File: src/rtl/fifo_wr_arb_pkg.sv
`default_nettype none
// ============================================================================
//  Module      : fifo_arb_pkg
//  Description : Shared types, constants and the round-robin search helper
//                used by the FIFO write-port arbiter.
//  Revision    : 1.0 - initial release
// ============================================================================
package fifo_arb_pkg;

    typedef enum logic {
        IDLE = 1'b0,
        LOCK = 1'b1
    } arb_state_t;

    // Width of each per-requester accepted-beat counter.
    localparam int STAT_W = 16;

    // Upper bounds on requester count; the helper works at this fixed width
    // and callers zero-extend / truncate around it.
    localparam int MAX_N  = 8;
    localparam int MAX_IW = 3;

    // Return the first set bit of req searching ptr+1, ptr+2, ... mod n.
    // When nothing is set the pointer itself is returned; callers qualify
    // the result with an any-request flag.
    function automatic logic [MAX_IW-1:0] rr_next(
        input logic [MAX_N-1:0]  req,
        input logic [MAX_IW-1:0] ptr,
        input int unsigned       n
    );
        logic [MAX_IW-1:0] pick;
        logic [MAX_IW-1:0] k;
        logic              found;
        pick  = ptr;
        found = 1'b0;
        for (int unsigned i = 1; i <= MAX_N; i++) begin
            if (!found && (i <= n)) begin
                k = MAX_IW'((32'(ptr) + i) % n);
                if (req[k]) begin
                    pick  = k;
                    found = 1'b1;
                end
            end
        end
        return pick;
    endfunction

endpackage
`default_nettype wire

File: src/rtl/fifo_wr_arb_rr_pick.sv
`default_nettype none
// ============================================================================
//  Module      : rr_pick
//  Description : Combinational round-robin picker. Reports whether any
//                request is pending and the index of the first requester
//                after ptr (wrapping), so the last winner has lowest priority.
//  Revision    : 1.0 - initial release
// ============================================================================
module rr_pick
    import fifo_arb_pkg::*;
#(
    parameter int N = 4
) (
    input  logic [N-1:0]         req,
    input  logic [$clog2(N)-1:0] ptr,
    output logic                 any,
    output logic [$clog2(N)-1:0] idx
);

    localparam int IW = $clog2(N);

    assign any = |req;
    assign idx = IW'(rr_next(MAX_N'(req), MAX_IW'(ptr), N));

endmodule
`default_nettype wire

File: src/rtl/fifo_wr_arb.sv
`default_nettype none
// ============================================================================
//  Module      : fifo_wr_arb
//  Description : Round-robin arbiter sharing one FIFO write port among N
//                valid/ready producers. A grant is held for up to BURST
//                accepted beats, or until the granted producer drops valid,
//                after which one arbitration cycle picks the next producer.
//                fifo_full stalls the burst without losing the grant.
//                Optional macro ARB_STATS_EN adds saturating 16-bit
//                per-requester accepted-beat counters on stat_cnt; without
//                it stat_cnt is constant zero.
//  Revision    : 1.0 - initial release
// ============================================================================
module fifo_wr_arb
    import fifo_arb_pkg::*;
#(
    parameter int N     = 4,
    parameter int W     = 8,
    parameter int BURST = 4
) (
    input  logic                 clk,
    input  logic                 rst,
    input  logic [N-1:0]         req_valid,
    input  logic [N*W-1:0]       req_data,
    output logic [N-1:0]         req_ready,
    output logic [W-1:0]         fifo_in,
    output logic                 fifo_we,
    input  logic                 fifo_full,
    output logic [$clog2(N)-1:0] grant_id,
    output logic                 busy,
    output logic [N*STAT_W-1:0]  stat_cnt
);

    localparam int            IW        = $clog2(N);
    localparam int            BW        = $clog2(BURST) + 1;
    localparam logic [BW-1:0] LAST_BEAT = BW'(BURST - 1);
    localparam logic [IW-1:0] PTR_RESET = IW'(N - 1);

    arb_state_t    state_q;
    logic [IW-1:0] ptr_q;
    logic [IW-1:0] grant_q;
    logic [BW-1:0] beat_cnt_q;

    logic          w_any;
    logic [IW-1:0] w_pick;
    logic          w_lock;
    logic          w_valid_g;

    rr_pick #(
        .N (N)
    ) u_pick (
        .req (req_valid),
        .ptr (ptr_q),
        .any (w_any),
        .idx (w_pick)
    );

    assign w_lock    = (state_q == LOCK);
    assign w_valid_g = req_valid[grant_q];
    assign busy      = w_lock;
    assign grant_id  = grant_q;

    // Steer the granted producer onto the FIFO port; everything is quiet outside LOCK.
    always_comb begin
        req_ready = '0;
        fifo_in   = '0;
        fifo_we   = 1'b0;
        if (w_lock) begin
            req_ready[grant_q] = ~fifo_full;
            fifo_in            = req_data[32'(grant_q)*W +: W];
            fifo_we            = w_valid_g & ~fifo_full;
        end
    end

    // Arbitration FSM: pick in IDLE, then hold the grant until the burst ends or valid drops.
    always_ff @(posedge clk or posedge rst) begin
        if (rst) begin
            state_q    <= IDLE;
            ptr_q      <= PTR_RESET;
            grant_q    <= '0;
            beat_cnt_q <= '0;
        end else begin
            case (state_q)
                IDLE: begin
                    if (w_any) begin
                        grant_q    <= w_pick;
                        beat_cnt_q <= '0;
                        state_q    <= LOCK;
                    end
                end
                LOCK: begin
                    if (!w_valid_g) begin
                        // Producer went away: release without writing.
                        state_q <= IDLE;
                        ptr_q   <= grant_q;
                    end else if (!fifo_full) begin
                        if (beat_cnt_q == LAST_BEAT) begin
                            state_q <= IDLE;
                            ptr_q   <= grant_q;
                        end
                        beat_cnt_q <= beat_cnt_q + BW'(1);
                    end
                end
                default: begin
                    state_q <= IDLE;
                end
            endcase
        end
    end

`ifdef ARB_STATS_EN
    generate
        for (genvar gi = 0; gi < N; gi++) begin : g_stat
            logic [STAT_W-1:0] stat_q;

            // Count accepted beats for this requester, holding at the ceiling.
            always_ff @(posedge clk or posedge rst) begin
                if (rst) begin
                    stat_q <= '0;
                end else if (fifo_we && (grant_q == IW'(gi)) &&
                             (stat_q != {STAT_W{1'b1}})) begin
                    stat_q <= stat_q + STAT_W'(1);
                end
            end

            assign stat_cnt[gi*STAT_W +: STAT_W] = stat_q;
        end
    endgenerate
`else
    assign stat_cnt = '0;
`endif

endmodule
`default_nettype wire

File: config.mk
export PLATFORM = sky130hd
export DESIGN_NAME = fifo_wr_arb
export DESIGN_NICKNAME = d
export VERILOG_FILES = /design/src/rtl/fifo_wr_arb_pkg.sv /design/src/rtl/fifo_wr_arb_rr_pick.sv /design/src/rtl/fifo_wr_arb.sv
export SDC_FILE = /design/constraint.sdc
export NUM_CORES = 1
export LEC_CHECK = 0
export CORE_UTILIZATION = 31
export CTS_CLUSTER_DIAMETER = 30
export CTS_CLUSTER_SIZE = 10
export DETAILED_ROUTE_END_ITERATION = 7
export PLACE_DENSITY_LB_ADDON = 0.08
export SYNTH_ARGS = -nofsm -noshare
export SYNTH_HDL_FRONTEND = slang
export SYNTH_SLANG_ARGS = --single-unit
File: constraint.sdc
create_clock -name clk -period 2 [get_ports clk]
set_input_delay 0.4 -clock clk [delete_from_list [all_inputs] [get_ports clk]]
set_output_delay 0.4 -clock clk [all_outputs]
set_load 0.005 [all_outputs]
==> out/qor.yml <==
clock_network:
  cts_hold_buffers: 0
  cts_inserted_buffers: 3
  clk_pin_slew_ns: 0.04
  cts-root-buf: "clkbuf_8"
  clockBufferDepth: 2
  cts_tree: "done"
  cts_sinks: 8
  clk_latency_ns: 0.23
  htree_levels: 1
pwr:
  pwr-share-clk: 0.098
  switchingPower_uw: 692
  powerDensity_mw_per_mm2: 1080
  p_seq_frac: 0.164
  leakage_uw: 0.000937
  power.total_uw: 2000
  p_int_uw: 1310
  peakVddDrop_uv: 464
  netSwitchingFraction: 0.346
  p_comb_frac: 0.738
place:
  place_congestion: 0.814
  preCtsSetupSlack_ns: -0.313
  port_buffers: 54
  dp_hpwl_um: 2420
drt:
  drc: 0
  via_count: 1054
  drtPass1Iterations: 5
  routed_wirelength_um: 2960
  routedWlPerCell_um: 11.1
  ant_nets: 0
  via_per_inst: 3.96
  drt_iter0_drc: 10
sta:
  hold_viol: 0
  min_period_ns: 2.08
  setup_ws_ns: -0.0823
  skew_ns: 0.00180
  max_freq_ghz: 0.480
  grt_setup_unrepaired: "yes"
  finalMaxSlewViolations: 0
  post-route-period-util: 1.04
  setup-violations-final: 3
yosys:
  synth_edf_count: 0
  synthArstFlopShare: 1.00
  synth_top_cell_by_area: "buf_4"
  synth_cells: 147
  synth-seq-cells: 8
  yosys.area.top_type_share: 0.367
  synth.distinct_cells: 29
  synth_commonest_cells: "buf_4, and2_1, nor2_1"
  synth_area_mm2: 0.00131
  synth_most_common_cell: "buf_4"
  yosys-top-cells-area: "buf_4, dfrtp_1, mux4_2"
  yosys_warnings: 0
  synth_seq_area_share: 0.155
  synth_flop_cell: "dfrtp_1"
  syn-mean-instance-area_um2: 8.89
global_routing:
  grt-busiest-layer: "met2"
  grtUsageMet2: 0.256
  grtUsageMet3: 0.0240
  antenna_found_initial: 0
  gr-total-overflow: 0
  use_met1: 0.111
  grt_max_degree: 13
  grt_pass1_vias: 960
  track_usage: 0.122
  grt_pass1_wl_um: 4110
die:
  start_util: 0.325
  rows: 23
  die_x_um: 66.9
  dieArea_mm2: 0.00448
  fp.dieH_um: 66.9
  num_io_pins: 119
  core_area_mm2: 0.00403
cells_and_area:
  drive_gt1_frac: 0.264
  area_delta_synth_final_pct: 41.5
  antenna_cells: 0
  layout.nets: 259
critical_path:
  cp.required_ns: 1.60
  path_max_fanout: 4
  end_kind: "output pin"
  worstRegToRegCells: 7
  crit_arrival_ns: 1.68
  path_class: "reg2out"
  startpoint_type: "flop"
job:
  maxCapViolations: 0
hold_path:
  hp-class: "in2async"
status:
  status: "finished with violations"
  violations: "setup timing"
==> timing repair <==
item,4_1_cts,5_1_grt
pin swaps,9,1
buffers inserted,5,1
resized for setup,55,12
endpoints found under the setup margin,13,9
==> path summary, 6_finish.rpt <==
kind	from	endpoint	slack, ns
max	grant_id[0]	fifo_in[5]	-0.08
min	rst	beat_cnt_q[1]	0.42
max reg2reg	grant_id[0]	ptr_q[0]	0.32
min reg2reg	beat_cnt_q[0]	beat_cnt_q[0]	0.49
max in group asynchronous	rst	ptr_q[0]	1.28
min in group clk	beat_cnt_q[0]	beat_cnt_q[0]	0.49
==> registers in the layout (all words and copies together), names as in the netlist <==
name	flops
grant_id	2
ptr_q	2
busy	1
beat_cnt_q	3
==> power groups by stage <==
stage	Combinational [µW]	Sequential, µW	Clock, µW
after detailed placement	1300	316	0
after floorplan	792	311	0
after CTS	1400	330	203
after global routing	1610	335	216
final	1480	327	196
after global placement	1290	315	0
==> cells in the final DEF (no fill, tap or decap), types with 4 or more instances in the layout <==
master,Yosys,layout
dfrtp_1,6,4
a21oi_1,5,5
clkdlybuf4s50_1,0,37
conb_1,1,64
mux4_2,6,8
buf_6,2,9
o21ai_0,4,4
buf_4,64,7
buf_2,1,4
nand2_1,5,4
inv_1,6,5
and2_1,8,5
dlygate4sd2_1,0,8
nor2_1,7,7
==> kinds of logic after synthesis <==
kind of cell               after synthesis  share of synthesized area
DFF                                      8                      0.155
muxes                                   15                      0.210
buffers and inverters                   74                      0.409
and+or+nand+nor                         34                      0.146
other                                    1                    0.00287
AOI/OAI and AO/OA                       13                     0.0584
adders and majority gates                2                     0.0191
==> through the flow <==
stage	TNS (ns)	hold WS [ns]	instance area [µm²]	instances	utilization
final	-0.193	0.425	1850	266	0.459
after global routing	-0.358	0.460	1850	266	0.459
after CTS	-0.144	0.435	1820	266	0.452
after detailed placement	-2.76	0.488	1740	258	0.431
after global placement	-2.77	0.479	1740	258	0.431
after floorplan	0	0.214	1540	210	-
==> cell type report <==
class / count / area (µm²)
tap: 50 / 62.6
sequential: 8 / 205
clock buffer: 3 / 41.3
multi-input combinational: 128 / 822
timing repair buffer: 71 / 694
fill: 412 / 2180
inverter: 6 / 25.0
==> routing by layer <==
| metal | part of all wire | vias to the layer above |
|---|---|---|
| li1 | - | 498 |
| met1 | 0.33 | 493 |
| met2 | 0.56 | 61 |
| met3 | 0.11 | 2 |
| met4 | 0.0044 | 0 |
| met5 | 0 | - |
==> critical path, stage by stage, from the launching register on <==
cell and delay (ns):
dfrtp_2 0.42, buf_12 0.13, buf_8 0.12, buf_6 0.10, mux4_2 0.42, and2_4 0.15, buf_6 0.10
Note: power is estimated with default switching activity, not from simulation.
==> RTL edit 1 (same settings) <==
`N` is set to 4 in 2 places; all go to 8.
--- a/src/rtl/fifo_wr_arb_rr_pick.sv
+++ b/src/rtl/fifo_wr_arb_rr_pick.sv
@@ -9,7 +9,7 @@
 module rr_pick
     import fifo_arb_pkg::*;
 #(
-    parameter int N = 4
+    parameter int N = 8
 ) (
     input  logic [N-1:0]         req,
     input  logic [$clog2(N)-1:0] ptr,
--- a/src/rtl/fifo_wr_arb.sv
+++ b/src/rtl/fifo_wr_arb.sv
@@ -14,7 +14,7 @@
 module fifo_wr_arb
     import fifo_arb_pkg::*;
 #(
-    parameter int N     = 4,
+    parameter int N     = 8,
     parameter int W     = 8,
     parameter int BURST = 4
 ) (
Interface: changed (5 resized); port bits go from 119 to 224. No check against the original RTL was run, so the function may have changed too.
==> RTL edit 1 against the original RTL <==
  * The flow still finishes with violations (negative setup slack)
  * Critical endpoint is now grant_id[1]
  * Design area is 140% higher
  * Synthesized area is 130% higher
  * Power grew to 3.3 times the old value
  * Global-route usage is 5.3 points higher
  * Setup slack worse by 0.55 ns
  * Via count grew to 2.7 times the old value
  * Sequential cell count is 2 higher
  * Critical path depth is 2 higher
  * Register-to-register slack worse by 0.95 ns
  * Die area is 130% higher
  * Synthesized cell count is 150% higher
  * Non-clock buffer count is 94 higher
  * Routed wire length grew to 3.0 times the old value
==> RTL edit 1: results (changes against the original RTL) <==
- Synth Area in Adders: 1.66% (-0.26 points)
- H-Tree Depth: 1 (unchanged)
- Hold Path Class: in2async
- 1st-iter DRT viols: 147 (+137)
- All-Layer GR Usage: 17.5% (+5.3 points)
- Pre-CTS setup slack: -0.821 ns (-0.508 ns)
- YS warnings: 0 (unchanged)
- First-pass GRT wire length: 13800 µm (+240%)
- Vias per cell: 4.43 (+12%)
- Commonest cells post-synth: buf_4, mux2i_1, nor2_1
- Status: complete, but fails checks
- Async S/R FF share, synth: 100% (unchanged)
- Final global-route overflow total: 0 (unchanged)
- Initial antenna violation count: 0 (unchanged)
- First-pass DRT Iterations: 4 (-1)
- Post-synthesis xor/xnor area fraction: 0.580% (+0.58 points)
- IO buf count: 95 (+76%)
- Critical path peak fanout: 7 (+3)
- Root buffer cell: clkbuf_8
- Largest net degree at the start of global routing: 26 (+13)
- Setup Viol. Count Final: 16 (+13)
- Synthesized flop and latch total: 10 (+2)
- Failing checks: negative setup slack
- Worst EP arrival: 2.73 ns (+1.05 ns)
- Skew-Pair Late Insertion Delay: 0.25 ns (+0.02 ns)
- Share of cells above drive strength 1: 30.6% (+4.2 points)
- Leak: 2.09 nW (+120%)
- Pint: 0.00369 W (+180%)
- CTS max path bufs: 2 (unchanged)
- Mux cell area share after synthesis: 26.6% (+5.6 points)
- Main flop type after synthesis: dfrtp_1
- TritonCTS Buffers: 3 (unchanged)
- Clock transition at path regs: 0.05 ns
- Routed wire length: 9040 µm (+200%)
- Worst setup margin: -0.628 ns (-0.546 ns)
- Sequential share of the synthesized area: 8.42% (-7.1 points)
- DP Wirelength: 7230 µm (+200%)
- Final-stage net count: 593 (+130%)
- Compound-cell area share of the yosys netlist: 14.9% (+9.1 points)
- ANT cells: 0 (unchanged)
- Routability cong.: 0.891 (+9.4%)
- Final Skew: 0.00110 ns (-0.000694 ns)
- Netlist cell types: 58 (+100%)
- Vias in the first global route: 2582 (+170%)
- Worst vdd ir: 1160 µV (+150%)
- Synth area leaders: buf_4, mux4_2, mux2i_1, dfrtp_1, mux2_1
[RTL edit 1: repair_timing]
item                       4_1_cts  5_1_grt
resized for setup               60       31
hold buffers                     0        0
setup endpoints to repair       22       20
buffers inserted                 8        2
pin swaps                       13       19
[RTL edit 1: per-stage QoR]
step           instances  util (%)  area, µm²  hold slack [ns]  setup TNS [ns]
2_1_floorplan        490         -       3590            0.238           -2.05
3_3_place_gp         628      44.3       4130            0.479           -8.55
3_5_place_dp         628      44.3       4130            0.480           -8.92
4_1_cts              640      46.3       4320            0.447           -4.25
5_1_grt              642      47.7       4450            0.480           -5.48
6_report             642      47.7       4450            0.445           -3.91
[RTL edit 1: cell families after synthesis]
kind of cell,after synthesis
multiplexers,58
other,1
AO/OA/AOI/OAI,59
XOR/XNOR,2
flip-flops,10
buffers and inverters,158
AND/OR/NAND/NOR,71
adder cells (fa/ha/maj),4
[RTL edit 1: final cells by class]
cell class              count  area [µm²]
multi-input cells         322        2400
inverters                  12        52.6
well taps                 129         161
repair buffers            165        1530
clock buffers               4        55.1
flip-flops and latches     10         254
fillers                   920        4880
[RTL edit 1: final timing paths]
path,from,endpoint,slack (ns),depth (start not counted)
setup / recovery,ptr_q[0],grant_id[1],-0.63,8
hold / removal,rst,busy,0.45,2
setup reg to reg,ptr_q[0],grant_id[1],-0.63,8
hold reg to reg,beat_cnt_q[0],beat_cnt_q[0],0.49,1
max in group asynchronous,rst,ptr_q[2],1.23,2
min in group clk,beat_cnt_q[0],beat_cnt_q[0],0.49,1
[RTL edit 1: power groups by stage]
stage | clock network (W) | logic [W] | registers, W
after global routing | 0.000291 | 0.00641 | 0.000455
after detailed placement | 0 | 0.00523 | 0.000433
after CTS | 0.000278 | 0.00553 | 0.000441
final | 0.000269 | 0.00596 | 0.000439
after floorplan | 0 | 0.00339 | 0.000390
after global placement | 0 | 0.00523 | 0.000440
[RTL edit 1: worst max-delay path, stage by stage (launching register included)]
cell     delay, ns
dfstp_2       0.54
buf_12        0.14
buf_12        0.11
mux2_4        0.29
mux4_2        0.48
a41o_4        0.31
or3_1         0.37
a31oi_4       0.14
a31oi_1       0.10
[RTL edit 1: per-layer routing]
layer	GRT usage [%]	vias to the layer above	share of wire, %
met5	0	-	0
met4	2.90	0	1.2
met3	1.94	10	4.3
met2	31.9	132	53
met1	22.4	1362	42
li1	-	1340	-
==> RTL edit 2 (same flow settings) <==
Without the edit above. Build with the macro `ARB_STATS_EN` defined.
--- a/src/rtl/fifo_wr_arb.sv
+++ b/src/rtl/fifo_wr_arb.sv
@@ -11,6 +11,8 @@
 //                it stat_cnt is constant zero.
 //  Revision    : 1.0 - initial release
 // ============================================================================
+`define ARB_STATS_EN
+
 module fifo_wr_arb
     import fifo_arb_pkg::*;
 #(
Behaviour: not the same (Yosys sat finds a counterexample within 4 cycles, from zero or initial values and one cycle with rst high).
==> RTL edit 2 against the original RTL <==
  * The run ends with design-rule violations, negative setup slack left
  * Power rose to 3.1 times the old value
  * Synthesized area rose to 2.8 times the old value
  * Core utilization increased by 9.3 points
  * Worst hold slack worse by 0.041 ns
  * Routed wire length rose to 3.4 times the old value
  * Sequential cell count rose by 64
  * Sequential power grew to 5.7 times the old value
  * Setup slack lost 0.11 ns
  * Register-to-register slack worse by 0.45 ns
  * Design area grew to 3.5 times the old value
  * Largest cell class unchanged
==> RTL edit 2: results (changes against the original RTL) <==
- # DRC: 18 (+18)
- Root buffer cell: clkbuf_16
- First-pass GRT wire length: 16800 µm (+310%)
- Bufs w/o clock: 191 (+170%)
- Worst vdd ir: 721 µV (+55%)
- Synthesized flop and latch total: 72 (+64)
- Commonest cells post-synth: dfrtp_1, nand2_1, nor2_1, xnor2_1, xor2_1
- Crit path launch: grant_id[1]
- R2R setup slack: -0.13 ns (-0.45 ns)
- Vias per cell: 4.81 (+21%)
- Reg area: 1810 µm² (+780%)
- Multi-input gates: 257 (+100%)
- Routability cong.: 0.764 (-6.2%)
- Logic inverters: 14 (+8)
- Fin cells: 693 (+160%)
- Share of cells above drive strength 1: 32.7% (+6.3 points)
- Critical path peak fanout: 2 (-2)
- IO buf count: 118 (+120%)
- Vias in the first global route: 3367 (+250%)
- Area of the multi-input gates: 2140 µm² (+160%)
- First-pass DRT Iterations: 6 (+1)
- CP delay by family, top: multiplexers
- Crit Reg-Reg Endpoint: g_stat[2].stat_q[15]
- All-Layer GR Usage: 17.3% (+5.1 points)
- Final Hold Slack: 0.384 ns (-0.0408 ns)
- Final Skew: 0.00642 ns (+0.00462 ns)
- WL/cell: 14.7 µm (+32%)
- Netlist cell types: 44 (+52%)
- Area grow syn2layout: 72.2%
- Status: complete, but fails checks
- Setup Viol. Count Final: 20 (+17)
- Failing checks: design-rule violations, negative setup slack
- Layout clock buffers: 11 (+8)
- Clock transition at path regs: 0.06 ns (+0.02 ns)
- TritonCTS Buffers: 9 (+6)
- Worst-case reg-to-reg path depth: 8 (+1)
- Worst setup margin: -0.194 ns (-0.112 ns)
- DP Wirelength: 7270 µm (+200%)
- Final-stage net count: 590 (+130%)
- Synth area leaders: dfrtp_1, xnor2_1, xor2_1, mux4_2, nand2_1
- Worst EP arrival: 1.79 ns (+0.11 ns)
- Clock buf/inv share: 5.42% (+3.2 points)
- Placed Cells: 656 (+150%)
- Leak: 2.83 nW (+200%)
- 1st-iter DRT viols: 141 (+131)
- Setup crit end: fifo_we
- CP peak stage delay: 0.52 ns (+0.10 ns)
- DP Area: 5480 µm² (+220%)
- Skew-Pair Late Insertion Delay: 0.34 ns (+0.11 ns)
## RTL edit 2: cell count changes in the layout (fill, tap and decap cells not counted), moves of 9 or more
cell,change
buf_4,+41
buf_6,+19
clkbuf_16,+9
clkdlybuf4s50_1,+61
conb_1,-64
dfrtp_1,+65
nand2_1,+25
nand3_1,+13
nand4_1,+17
nor2_1,+9
nor2_4,+12
xnor2_1,+28
xor2_1,+26
## RTL edit 2: kinds of logic (layout without fill, tap and decap cells)
kind of cell | count (synthesis) | count (layout) | share of synthesized area [%]
flops | 72 | 72 | 48.6
xor+xnor | 55 | 55 | 13.0
fa+ha+maj | 6 | 6 | 2.02
compound gates | 27 | 27 | 4.48
simple gates | 151 | 151 | 21.8
buf+inv | 19 | 221 | 1.92
mux | 18 | 18 | 8.16
## RTL edit 2: layer usage
metal / vias up / track usage [%] / wire [µm]
met1: 1628 / 20.4 / 4300
met4: 0 / 6.58 / 166
li1: 1627 / - / -
met2: 64 / 30.4 / 5300
met5: - / 0 / 0
met3: 12 / 4.30 / 395
## RTL edit 2: timing repair
action | 4_1_cts | 5_1_grt
buffers inserted | 14 | 10
pin swaps | 28 | 15
gates resized for setup | 125 | 51
gates cloned | 3 | 0
endpoints found under the setup margin | 49 | 63
## RTL edit 2: through the flow
stage / worst slack (ns) / TNS, ns
6_report: -0.194 / -1.22
5_1_grt: -0.270 / -3.81
4_1_cts: -0.246 / -2.18
3_5_place_dp: -0.973 / -27.32
3_3_place_gp: -0.976 / -26.15
2_1_floorplan: -0.00643 / -0.0127
## RTL edit 2: where the power goes
| part | leakage (nW) | switching (W) | internal [W] |
|---|---|---|---|
| combinational | 1.69 | 0.000857 | 0.00155 |
| sequential | 0.963 | 0.000215 | 0.00166 |
| clock | 0.170 | 0.000605 | 0.00125 |
| total | 2.83 | 0.00168 | 0.00446 |
